`src/rtl/s_axi_wr.sv`:
```
// AXI4-Lite write-only slave in front of a DEPTH x 32-bit register file.
// Address and data channels may arrive in either order; a single response is issued per write.
module s_axi_wr #(
    parameter int unsigned DEPTH     = 16,
    parameter logic [31:0] BASE_ADDR = 32'h0000_0000,
    localparam int unsigned IDX_W    = $clog2(DEPTH)
) (
    input  logic             i_clk,
    input  logic             i_resetn,
    input  logic             s_axi_awvalid,
    output logic             s_axi_awready,
    input  logic [31:0]      s_axi_awaddr,
    input  logic             s_axi_wvalid,
    output logic             s_axi_wready,
    input  logic [31:0]      s_axi_wdata,
    input  logic [3:0]       s_axi_wstrb,
    output logic             s_axi_bvalid,
    input  logic             s_axi_bready,
    output logic [1:0]       s_axi_bresp,
    input  logic [IDX_W-1:0] i_dbg_idx,
    output logic [31:0]      o_dbg_data,
    output logic             o_wr_pulse
);

    localparam logic [31:0] SPAN   = 32'(4 * DEPTH);
    localparam logic [1:0]  OKAY   = 2'b00;
    localparam logic [1:0]  SLVERR = 2'b10;

    typedef enum logic [2:0] {
        IDLE,
        GOT_ADDR,
        GOT_DATA,
        WRITE,
        RESP
    } state_t;

    state_t             state_q;
    logic [31:0]        awaddr_q;
    logic [31:0]        wdata_q;
    logic [3:0]         wstrb_q;
    logic               bvalid_q;
    logic [1:0]         bresp_q;
    logic               wr_pulse_q;
    logic [31:0]        regs_q [DEPTH];

    logic               aw_hs;
    logic               w_hs;
    logic [32:0]        diff;
    logic               in_range;
    logic [IDX_W-1:0]   widx;

    // Ready flags decode the current state; forced low while reset is asserted.
    assign s_axi_awready = i_resetn && (state_q == IDLE || state_q == GOT_DATA);
    assign s_axi_wready  = i_resetn && (state_q == IDLE || state_q == GOT_ADDR);
    assign aw_hs         = s_axi_awvalid && s_axi_awready;
    assign w_hs          = s_axi_wvalid && s_axi_wready;

    // 33-bit subtract: bit 32 flags an address below the base without overflow concerns.
    assign diff     = {1'b0, awaddr_q} - {1'b0, BASE_ADDR};
    assign in_range = !diff[32] && (diff[31:0] < SPAN);
    assign widx     = IDX_W'(diff[31:0] >> 2);

    assign s_axi_bvalid = bvalid_q;
    assign s_axi_bresp  = bresp_q;
    assign o_wr_pulse   = wr_pulse_q;
    assign o_dbg_data   = regs_q[i_dbg_idx];

    always_ff @(posedge i_clk or negedge i_resetn) begin
        if (!i_resetn) begin
            state_q    <= IDLE;
            awaddr_q   <= '0;
            wdata_q    <= '0;
            wstrb_q    <= '0;
            bvalid_q   <= 1'b0;
            bresp_q    <= OKAY;
            wr_pulse_q <= 1'b0;
            for (int i = 0; i < DEPTH; i++) begin
                regs_q[i] <= '0;
            end
        end else begin
            wr_pulse_q <= 1'b0;
            if (aw_hs) begin
                awaddr_q <= s_axi_awaddr;
            end
            if (w_hs) begin
                wdata_q <= s_axi_wdata;
                wstrb_q <= s_axi_wstrb;
            end
            case (state_q)
                IDLE: begin
                    if (aw_hs && w_hs) begin
                        state_q <= WRITE;
                    end else if (aw_hs) begin
                        state_q <= GOT_ADDR;
                    end else if (w_hs) begin
                        state_q <= GOT_DATA;
                    end
                end
                GOT_ADDR: begin
                    if (w_hs) begin
                        state_q <= WRITE;
                    end
                end
                GOT_DATA: begin
                    if (aw_hs) begin
                        state_q <= WRITE;
                    end
                end
                WRITE: begin
                    state_q  <= RESP;
                    bvalid_q <= 1'b1;
                    bresp_q  <= in_range ? OKAY : SLVERR;
                    // An all-zero strobe is a legal no-op: OKAY response but no commit pulse.
                    if (in_range && (wstrb_q != 4'b0000)) begin
                        wr_pulse_q <= 1'b1;
                        for (int b = 0; b < 4; b++) begin
                            if (wstrb_q[b]) begin
                                regs_q[widx][8*b +: 8] <= wdata_q[8*b +: 8];
                            end
                        end
                    end
                end
                RESP: begin
                    if (s_axi_bready) begin
                        state_q  <= IDLE;
                        bvalid_q <= 1'b0;
                        bresp_q  <= OKAY;
                    end
                end
                default: state_q <= IDLE;
            endcase
        end
    end

endmodule
```
`config.mk`:
```
export PLATFORM = sky130hd
export DESIGN_NAME = s_axi_wr
export DESIGN_NICKNAME = d
export VERILOG_FILES = /design/src/rtl/s_axi_wr.sv
export SDC_FILE = /design/constraint.sdc
export NUM_CORES = 1
export LEC_CHECK = 0
export ABC_AREA = 1
export CAP_MARGIN = 20
export CELL_PAD_IN_SITES_DETAIL_PLACEMENT = 1
export CELL_PAD_IN_SITES_GLOBAL_PLACEMENT = 2
export CORE_MARGIN = 5
export CORE_UTILIZATION = 38
export DETAILED_ROUTE_END_ITERATION = 10
export GPL_TIMING_DRIVEN = 0
export PLACE_DENSITY_LB_ADDON = 0.25
export SETUP_SLACK_MARGIN = 0.05
export SYNTH_ARGS = -nofsm -noshare
export SYNTH_HDL_FRONTEND = slang
export SYNTH_SLANG_ARGS = --single-unit
```
`constraint.sdc`:
```
create_clock -name i_clk -period 2.1 [get_ports i_clk]
set_clock_uncertainty 0.05 [all_clocks]
set_input_delay 0.21 -clock i_clk [delete_from_list [all_inputs] [get_ports i_clk]]
set_output_delay 0.21 -clock i_clk [all_outputs]
set_load 0.05 [all_outputs]
```
==> results.toml <==
[cts]
cts_inserted_buffers = 70
cts.clk_slew.worst_paths_ps = 60
clockBufferDepth = 3
cts_root_buf = "clkbuf_16"
cts_tree = "built"
clock_latency_ps = 630
cts_max_level = 3
clkSinkCount = 584

[outcome]
violations = "negative hold slack, negative setup slack"
outcome = "complete, but fails checks"

[sta]
whs_ps = -130
finalSetupViolCount = 46
period_share_pct = 119
period_minus_slack_ps = 2490
setup_tns_ps = -5350
slew_viol_final = 0
hold_viol = 226
timing.final.ws_setup_ps = -395
timing.fmax_mhz = 401
worst_pin_slew_ps = 1150
rsz0062_at_grt = "true"
relSlewSlack_pct = 23.6

[setup_path]
arrival_ps = 2230
critical-path-slowest-cell = "o211ai_1"
reg2reg_slack_ps = -40
worst-path-buf-inv = 1
start_kind = "flip-flop"
critical-path-max-stage-delay_ps = 500
cp.required_ps = 1840
cp_max_fo = 2
endpoint_kind = "primary output"
critPathKind = "flip-flop to primary output"
crit_path_cell_trace = "nor2_1 -> nor2_1 -> o21ai_1 -> o21ai_1 -> o211ai_1 -> nand2_1 -> buf_6"
critPathTopFamily = "compound AO/OA/AOI/OAI gates"

[synth]
synth_area_um2 = 28600
ys_types = 32
syn_nets = 3509
seq_area_frac_synth_pct = 51.1
synth_seq_cells = 584
postSynthCellCount = 3432
syn_area_per_cell_um2 = 8.34
ys_warn_count = 0

[floorplanning]
rows = 100
die-area_um2 = 80900
start_util_pct = 38.4
ios = 115
die_h_um = 284
coreArea_um2 = 74600
die_w_um = 284

[power_and_ir_drop]
p_leak_uw = 0.0175
powerDensity_nw_per_um2 = 930
irDropWorstVdd_v = 0.000720
finalPower_uw = 35000

[drt]
viasPerCell = 5.99
postRouteAntennaNets = 0
drc = 0
vias = 28600
drt_wl_total_um = 138000
first_iter_violations = 2557
dr.pass1.iters = 7
avgRoutedWirePerCell_um = 28.9

[flow_run]
drv_cap = 0

[placement]
dp_hpwl_um = 92100
port_buffers = 107
dp_cells = 4516
pre_cts_slack_ps = -1810
place_congestion = 0.939

[grt]
overflow = 0
antenna_found_initial = 9
grt_start_max_net_pins = 123
grt_usage_pct = 32.4
grt_pass1_wl_um = 196000
grt_pass1_vias = 29300

[layout]
layout_commonest_cell = "nand2_1"
area_delta_synth_final_pct = 31.6
layout_common_cells = "735 x nand2_1, 584 x dfrtp_1, 411 x nor2_1, 269 x nand4_1, 251 x o21ai_0"
fillers = 8542
final_cells = 4780
drive_above_1_share_pct = 26.2
nets = 3837

[min_path]
hold_class = "input port to async pin"
[cells by family (layout without fill, tap and decap cells)]
logic type | after synthesis | in the layout | synth area share (%)
AND/OR/NAND/NOR | 1799 | 1799 | 29.0
AO/OA/AOI/OAI | 699 | 699 | 13.7
flip-flops | 584 | 584 | 51.1
buffers and inverters | 349 | 727 | 6.24
other | 1 | 2 | 0.0131
[final cells by class]
class	instances	area [µm²]	area share, %
tap	969	1210	3.22
multi-input combinational	2499	13700	36.5
clock buffer	101	2060	5.48
clock inverter	21	288	0.764
buffer	289	2210	5.86
antenna	1	2.50	0.00664
sequential	584	14600	38.8
inverter	59	250	0.664
timing repair buffer	257	3290	8.74
[Yosys cell counts]
library cell	number	area, µm²
and3_1	1	6.26
buf_12	4	80.1
buf_1	15	56.3
buf_2	32	160
nand3_4	32	561
buf_4	13	97.6
o21ai_2	24	210
nor2_2	3	18.8
dfrtp_1	584	14600
a21oi_1	3	15.0
nand4_4	19	404
nor2_1	436	1640
o211ai_1	128	961
or2_2	1	6.26
nand2_2	1	6.26
nor3_1	1	5.00
inv_2	3	11.3
nand2_1	991	3720
clkbuf_1	183	687
buf_6	43	484
clkinv_1	18	67.6
o21ai_0	310	1550
o21ai_1	232	1160
nor4_1	1	6.26
or2_1	2	12.5
inv_1	38	143
o22ai_1	2	12.5
nand3_2	1	10.0
nand4_1	269	1680
conb_1	1	3.75
nor2_8	1	20.0
nand3_1	40	200
[flip-flops by register name, summed over array words and instances, names as in the netlist]
name          cells
wdata_q          32
wstrb_q           4
o_wr_pulse        1
regs_q          512
state_q           3
s_axi_bresp       1
s_axi_bvalid      1
awaddr_q         30
[tightest hold or removal path, cell delays in order]
cell,delay [ps]
buf_8,70
buf_12,90
buf_12,80
buf_12,110
buf_16,430
[path summary, 6_finish.rpt]
kind,start,end,depth (start not counted)
max,regs_q[213]$_DFFE_PN0P_,o_dbg_data[21],7
min,i_resetn,regs_q[358]$_DFFE_PN0P_,5
max reg2reg,state_q[2]$_DFFE_PN0P_,regs_q[454]$_DFFE_PN0P_,11
min reg2reg,regs_q[368]$_DFFE_PN0P_,regs_q[368]$_DFFE_PN0P_,2
max in group asynchronous,i_resetn,regs_q[261]$_DFFE_PN0P_,6
min in group i_clk,s_axi_wdata[27],wdata_q[27]$_DFFE_PN0P_,3
[report_power, final]
part	total (µW)	internal (µW)	switching (µW)
registers	12300	11900	365
clock network	12800	7560	5190
logic	10000	1910	8110
[layer usage]
| layer | routed length [µm] | track usage, % | up-vias |
|---|---|---|---|
| met5 | 21 | 0 | - |
| met2 | 64800 | 52.9 | 1215 |
| met4 | 8600 | 16.9 | 4 |
| met3 | 9590 | 5.83 | 402 |
| met1 | 54900 | 41.3 | 14700 |
| li1 | - | - | 12300 |
[what timing repair did]
action                                 CTS  global route
setup buffers                           77            30
gates resized for setup                657           507
cloned                                  22            15
setup endpoints to repair              579           601
pin swaps                              108           113
endpoints found under the hold margin  244           123
hold buffers                             3             2
[stage by stage]
step / cell area, µm² / util (%)
global route: 37700 / 50.5
detailed placement: 31100 / 41.7
finish: 37700 / 50.5
CTS: 35700 / 47.8
global placement: 30900 / 41.4
floorplan: 28600 / -
No activity file was read; power rests on OpenSTA's default activity.
